$ cat src/rtl/db_req.sv
// db_req: SRIO doorbell initiator. Sends a query DOORB on ireq, waits on iresp for the
// remote endpoint's ready/not-ready doorbell, and retries with a backoff gap.
module db_req #(
    parameter logic [15:0] QUERY_INFO = 16'h0001,
    parameter logic [15:0] TIMEOUT    = 16'd4096,
    parameter logic [15:0] RETRY_GAP  = 16'd256,
    parameter logic [3:0]  MAX_RETRY  = 4'd8
) (
    input  logic        log_clk,
    input  logic        log_rst,
    input  logic [15:0] src_id,
    input  logic [15:0] des_id,
    input  logic        start_in,
    output logic        busy_o,
    output logic        done_o,
    output logic        fail_o,
    output logic        ed_ready_o,
    output logic [3:0]  retry_cnt_o,
    input  logic        ireq_tready_in,
    output logic        ireq_tvalid_o,
    output logic        ireq_tlast_o,
    output logic [63:0] ireq_tdata_o,
    output logic [7:0]  ireq_tkeep_o,
    output logic [31:0] ireq_tuser_o,
    input  logic        iresp_tvalid_in,
    output logic        iresp_tready_o,
    input  logic        iresp_tlast_in,
    input  logic [63:0] iresp_tdata_in,
    input  logic [7:0]  iresp_tkeep_in,
    input  logic [31:0] iresp_tuser_in
);
    localparam logic [15:0] TIMER_LAST     = TIMEOUT - 16'd1;
    localparam logic [15:0] GAP_LAST       = RETRY_GAP - 16'd1;
    localparam logic [15:0] INFO_READY     = 16'h0100;
    localparam logic [15:0] INFO_NOT_READY = 16'h01FF;

    typedef enum logic [1:0] {
        S_IDLE      = 2'd0,
        S_SEND      = 2'd1,
        S_WAIT_RESP = 2'd2,
        S_BACKOFF   = 2'd3
    } state_t;

    state_t      r_state;
    state_t      w_next;
    logic [7:0]  r_tid;
    logic [15:0] r_timer;
    logic [15:0] r_gap;
    logic [3:0]  r_retry;
    logic        r_first;
    logic        r_busy;
    logic        r_done;
    logic        r_fail;
    logic        r_ed_ready;

    logic        w_start;
    logic        w_ireq_hs;
    logic        w_match;
    logic [15:0] w_info;
    logic        w_done_set;
    logic        w_fail_set;
    logic        w_retry_inc;
    logic [63:0] w_query;
    logic        w_unused;

    // Both channels are AXI-Stream: a beat transfers on a rising edge where tvalid and
    // tready are both high; ireq holds tvalid and tdata stable until that edge.
    assign w_start   = (r_state == S_IDLE) && start_in;
    assign w_ireq_hs = (r_state == S_SEND) && ireq_tready_in;
    assign w_info    = iresp_tdata_in[31:16];
    assign w_match   = iresp_tvalid_in && r_first && (iresp_tdata_in[55:52] == 4'hA) &&
                       (iresp_tuser_in[31:16] == des_id) && (r_state == S_WAIT_RESP);
    assign w_query   = {r_tid, 4'hA, 4'h0, 1'b0, 2'h1, 1'b0, 12'h000, QUERY_INFO, 16'h0000};

    always_comb begin
        w_next      = r_state;
        w_done_set  = 1'b0;
        w_fail_set  = 1'b0;
        w_retry_inc = 1'b0;
        case (r_state)
            S_IDLE: begin
                if (start_in) w_next = S_SEND;
            end
            S_SEND: begin
                if (ireq_tready_in) w_next = S_WAIT_RESP;
            end
            S_WAIT_RESP: begin
                // A decisive response beats a timer expiry on the same cycle.
                if (w_match && (w_info == INFO_READY)) begin
                    w_next     = S_IDLE;
                    w_done_set = 1'b1;
                end else if ((w_match && (w_info == INFO_NOT_READY)) || (r_timer == TIMER_LAST)) begin
                    w_next = S_BACKOFF;
                end
            end
            S_BACKOFF: begin
                if (r_retry == MAX_RETRY) begin
                    w_next     = S_IDLE;
                    w_fail_set = 1'b1;
                end else if (r_gap == GAP_LAST) begin
                    w_next      = S_SEND;
                    w_retry_inc = 1'b1;
                end
            end
            default: w_next = S_IDLE;
        endcase
    end

    always_ff @(posedge log_clk or posedge log_rst) begin
        if (log_rst) r_state <= S_IDLE;
        else         r_state <= w_next;
    end

    always_ff @(posedge log_clk or posedge log_rst) begin
        if (log_rst) begin
            r_tid      <= 8'h00;
            r_timer    <= 16'd0;
            r_gap      <= 16'd0;
            r_retry    <= 4'd0;
            r_first    <= 1'b1;
            r_busy     <= 1'b0;
            r_done     <= 1'b0;
            r_fail     <= 1'b0;
            r_ed_ready <= 1'b0;
        end else begin
            r_done <= w_done_set;
            r_fail <= w_fail_set;
            if (w_start) begin
                r_busy     <= 1'b1;
                r_retry    <= 4'd0;
                r_ed_ready <= 1'b0;
            end
            if (w_done_set) begin
                r_busy     <= 1'b0;
                r_ed_ready <= 1'b1;
            end
            if (w_fail_set)  r_busy  <= 1'b0;
            if (w_retry_inc) r_retry <= r_retry + 4'd1;
            if (w_ireq_hs) begin
                r_tid   <= r_tid + 8'd1;
                r_timer <= 16'd0;
            end else if (r_state == S_WAIT_RESP) begin
                r_timer <= r_timer + 16'd1;
            end
            r_gap <= (r_state == S_BACKOFF) ? r_gap + 16'd1 : 16'd0;
            // iresp is always ready, so every valid beat is consumed.
            if (iresp_tvalid_in) r_first <= iresp_tlast_in;
        end
    end

    assign busy_o         = r_busy;
    assign done_o         = r_done;
    assign fail_o         = r_fail;
    assign ed_ready_o     = r_ed_ready;
    assign retry_cnt_o    = r_retry;
    assign ireq_tvalid_o  = (r_state == S_SEND);
    assign ireq_tlast_o   = ireq_tvalid_o;
    assign ireq_tkeep_o   = ireq_tvalid_o ? 8'hFF : 8'h00;
    assign ireq_tdata_o   = ireq_tvalid_o ? w_query : 64'd0;
    assign ireq_tuser_o   = ireq_tvalid_o ? {src_id, des_id} : 32'd0;
    assign iresp_tready_o = 1'b1;

    assign w_unused = ^{iresp_tkeep_in, iresp_tdata_in[63:56], iresp_tdata_in[51:32],
                        iresp_tdata_in[15:0], iresp_tuser_in[15:0]};
endmodule

$ cat config.mk
export PLATFORM = sky130hd
export DESIGN_NAME = db_req
export DESIGN_NICKNAME = d
export VERILOG_FILES = /design/src/rtl/db_req.sv
export SDC_FILE = /design/constraint.sdc
export NUM_CORES = 1
export LEC_CHECK = 0
export ABC_AREA = 1
export CAP_MARGIN = 20
export CORE_MARGIN = 4
export CORE_UTILIZATION = 39
export CTS_CLUSTER_DIAMETER = 120
export DETAILED_ROUTE_END_ITERATION = 7
export PLACE_DENSITY_LB_ADDON = 0.3
export SYNTH_ARGS = -nofsm -noshare
export SYNTH_HDL_FRONTEND = slang
export SYNTH_SLANG_ARGS = --single-unit
$ cat constraint.sdc
create_clock -name log_clk -period 5.2 [get_ports log_clk]
set_input_delay 0.78 -clock log_clk [delete_from_list [all_inputs] [get_ports log_clk]]
set_output_delay 0.78 -clock log_clk [all_outputs]
set_load 0.01 [all_outputs]
# Word level (Yosys, flattened, before mapping)
# Index checks and enable logic that the tools add are counted.
[totals] ff_bits=51 inputBits=142 out_inout_bits=115 wordCells=70
[classes] n_addsub=4 n_eq_ne=14 n_mux=27 n_reduce_logical=15
[ops] cell="two-way mux 64 bit" n=1
[ops] cell="two-way mux 16 bit" n=3
[ops] cell="adder 16 x 1 -> 16 bit (second input constant)" n=2
[ops] cell="equality test 16 x 9 -> 1 bit (second input constant)" n=2
[ops] cell="two-way mux 32 bit" n=1
[ops] cell="equality test 16 x 12 -> 1 bit (second input constant)" n=1
[ops] cell="equality test 16 bit" n=1
[ops] cell="equality test 16 x 8 -> 1 bit (second input constant)" n=1
[ops] cell="two-way mux 1 bit" n=12
[ops] cell="two-way mux 2 bit" n=6
[ops] cell="adder 8 x 1 -> 8 bit (second input constant)" n=1
[ops] cell="equality test 4 bit (second input constant)" n=2
[ops] cell="logical AND 1 bit" n=8
[ops] cell="two-way mux 4 bit" n=2
[ops] cell="two-way mux 8 bit" n=1
[ops] cell="case mux 2 bit (4 select lines)" n=1
[ops] cell="!= test 3 bit (second input constant)" n=2
[ops] cell="nonzero test 2 bit" n=3
[ops] cell="adder 4 x 1 -> 4 bit (second input constant)" n=1
[ops] cell="equality test 2 bit (second input constant)" n=2
[ops] cell="!= test 2 bit (second input constant)" n=2
[ops] cell="AND reduction 4 bit" n=1
[ops] cell="nonzero test 3 bit" n=1
[ops] cell="equality test 2 x 1 -> 1 bit (second input constant)" n=1
[ops] cell="2 further kinds" n=2

# Longest topological paths before layout
[depth] word_depth=9 depth_mapped=13 ltp_nobuf=13

# Least setup slack after synthesis
# OpenSTA, ideal clock, no wires.
[synth_timing] path_type="register to output" from="reg r_state[0]" to="out ireq_tdata_o[56]" arrival_time_ns=1.307 required_time_ns=4.420 slack_ns=3.113 path_stages_with_launch=6 path_buffers=1 cell_sequence="dfrtp_1 inv_1 nor2_4 inv_2 clkbuf_1 nor2_1"
[synth_via] elab_chain_cells=2
[synth_lines] element="from (decl)" line="44" source="state_t r_state;"
[synth_lines] element="from (signal assigned)" line="111" source="else r_state <= w_next;"
[synth_lines] element="equality test 2 x 1 -> 1 bit" line="156" source="assign ireq_tvalid_o = (r_state == S_SEND);"
[synth_lines] element="named net ireq_tlast_o" line="21" source="output logic ireq_tlast_o,"
[synth_lines] element="two-way mux 64 bit" line="159" source="assign ireq_tdata_o = ireq_tvalid_o ? w_query : 64'd0;"
[synth_lines] element="to (decl)" line="22" source="output logic [63:0] ireq_tdata_o,"
# The timed path passes the listed nets, and every way through them passes these cells.

# Worst setup path in the final report
[layout_timing] from="reg r_state[0]" to="out ireq_tdata_o[59]"
[layout_via] elab_chain_cells=2
[layout_lines] element="equality test 2 x 1 -> 1 bit" line="156"
[layout_lines] element="two-way mux 64 bit" line="159"
# Every way passes these cells.

==> summary.txt <==
Route
  – Total Wirelength: 9.74 mm
  – Drt wl/cell: 12.2 µm
  – Total number of vias: 3533
  – Initial drt markers: 151
  – Drc violations: 0
  – DR vias/cell: 4.44
  – Antenna Violating Nets Remaining: 0
  – DR pass1 iterations: 4

Critical path
  – CP endpoint: ireq_tdata_o[59]
  – Reg2Reg Depth: 8
  – CP max FO: 42
  – Max incr delay on CP: 0.58 ns
  – Critical path class: flip-flop to primary output
  – Largest delay share family, worst path: buffers and inverters
  – Crit path launch type: flip-flop
  – Worst Path Buf+Inv: 3
  – Reg-to-reg setup timing slack: 3.19 ns
  – CP cell instances: inv_1 > nor2_4 > inv_2 > nor2_1 > clkdlybuf4s50_1
  – Crit path capture type: primary output
  – CP required: 4.42 ns
  – Slowest-stage cell, CP: clkdlybuf4s50_1
  – Levels on crit path: 5
  – Start point of the critical path: r_state[0]
  – Reg-to-Reg End: r_tid[6]
  – Reg-to-Reg Start: r_state[0]
  – Critical path arrival: 2.41 ns

STA
  – WHS: 0.481 ns
  – Fin. Hold Viols: 0
  – Least-Margin Pin Slew: 0.669 ns
  – Final Cycle Share: 61.3%
  – Finish-stage setup viols: 0
  – Max-slew violations: 0
  – Worst Skew: 0.0168 ns
  – Maximum clock frequency: 314 MHz
  – RSZ-0062 raised after global routing: false
  – Crit path time final: 3.19 ns
  – Setup tns final: 0 ns
  – Slew HR: 55.3%

Global route
  – Vias in the first global route: 3244
  – All-Layer GR Usage: 16.4%
  – First-pass GRT wire length: 15.1 mm
  – Residual overflow from global routing: 0
  – Initial antenna violation count: 0
  – Largest net degree at the start of global routing: 52

Final layout
  – # fillers: 910
  – Finished Layout Cells: 796
  – Area of the multi-input gates: 1810 µm²
  – Nets: 812
  – Area grow syn2layout: 35.2%
  – Share of cells above drive strength 1: 4.95%
  – FF+latch area: 1280 µm²

Yosys
  – Commonest cells in the netlist: nand2_1, inv_1, nor2_1
  – Synth top area cells: dfrtp_1, buf_4, nand2_1, inv_1, nor2_1
  – Unique masters post-synth: 38
  – Post-synth EDFFs: 0
  – Mapped Area: 3780 µm²
  – Most frequent cell after synthesis: nand2_1
  – Mapped Cells: 543
  – Ys flop type: dfrtp_1
  – Largest area contributor in the netlist: dfrtp_1
  – #FFs+latches synth: 51
  – Part of the Yosys area used for sequential elements: 33.8%
  – Warnings from Yosys: 0
  – Post-synth ARST share: 100%
  – Top cell type's share of synthesized area: 33.1%
  – Syn_area_per_cell: 6.96 µm²

Floorplanning
  – Die footprint: 11300 µm²
  – Core footprint: 9330 µm²
  – Top Ports: 257
  – Initial Util: 40.5%
  – Die Y: 106 µm
  – Die width: 106 µm
  – FP Rows: 35

Clocking
  – CTS H-tree depth: 2
  – Clock slew at reported path FFs: 0.10 ns
  – Clk Latency, worst-skew pair: 0.31 ns
  – CTS tree: built
  – # clock sinks: 51
  – CTS buffer count: 5
  – Clock tree root buffer cell: clkbuf_8
  – Post-CTS setup buffer count: 0
  – # resized after CTS: 0
  – # hold bufs at CTS: 0
  – Clk buf depth: 2

Run
  – Max_cap viols: 0

Hold path
  – Min-Delay Path Class: flip-flop to flip-flop

Run status
  – Outcome: finished, final reports clean

Power
  – Power per cell area: 326 nW/µm²
  – Max VDD drop: 0.159 mV
  – LEAKAGE: 0.00248 µW

Place
  – PortBufs: 135
  – Dpl hpwl: 8.01 mm
  – Placer congestion estimate: 0.877
  – Post-placement cell count: 786
[how the worst min path moves through the flow]
stage / from / to / slack [ns] / cells past startpoint
final: r_timer[8] / r_timer[8] / 0.48 / 1
after global routing: r_gap[0] / r_gap[0] / 0.50 / 1
after CTS: r_gap[0] / r_gap[0] / 0.48 / 1
after detailed placement: r_gap[0] / r_gap[0] / 0.47 / 1
after global placement: r_gap[0] / r_gap[0] / 0.45 / 1
after floorplan: r_gap[0] / r_gap[0] / 0.43 / 1
[registers in the layout (all words and copies together) (netlist names)]
name	cells
busy_o	1
r_timer	16
fail_o	1
r_first	1
r_tid	8
r_gap	16
done_o	1
ed_ready_o	1
retry_cnt_o	4
r_state	2
[layout by cell type, fill, tap and decap left out, drive strengths merged]
master	n
nand3	24
mux2	2
or2	2
diode	1
o21a	1
nand4	9
buf	1
dfrtp	50
nor3	20
nand2	101
ha	5
a221oi	1
mux2i	2
nor4b	2
o21ai	19
nor4	4
a21oi	15
bufinv	1
a31oi	2
inv	98
o22ai	2
a211oi	1
xor2	11
conb	53
dfstp	1
clkdlybuf4s50	135
clkbuf	6
nor2	91
and3	1
a32o	1
xnor2	3
nand3b	2
[power breakdown]
part	total (µW)	internal [µW]	switching, µW
combinational	859	397	462
clock	293	158	135
sequential	511	456	55.9
total	1660	1010	653
[per-layer routing]
layer	global-route usage, %	part of all wire, %
met5	0	0
met4	3.47	0.74
met3	5.16	8.7
met2	27.5	48
met1	20.9	42
[final cells by class]
type	instances	area share, %
Clock inverter	2	0.759
Antenna cell	1	0.0490
Inverter	97	7.13
Timing Repair Buffer	136	26.8
Clock buffer	6	1.62
Tap cell	129	3.16
Sequential cell	51	25.0
Multi-Input combinational cell	374	35.4
[stage by stage]
stage	area [µm²]	setup WS (ns)	utilization (%)	power, µW
floorplan	3970	3.11	-	1050
global placement	4960	2.41	53.2	1360
detailed placement	4960	2.36	53.2	1380
CTS	5090	2.00	54.5	1680
global route	5110	1.84	54.7	1790
finish	5110	2.01	54.8	1660
[cell families (layout without fill, tap and decap cells)]
group | count (synthesis) | after routing | share of synthesized area (%)
AO/OA/AOI/OAI | 42 | 42 | 6.06
XOR/XNOR | 14 | 14 | 3.25
adder cells (fa/ha/maj) | 5 | 5 | 1.66
buffers and inverters | 169 | 241 | 23.3
flip-flops | 51 | 51 | 33.8
multiplexers | 4 | 4 | 1.13
other | 2 | 54 | 0.199
AND/OR/NAND/NOR | 256 | 256 | 30.6
Power figures use the tool's default switching activity.
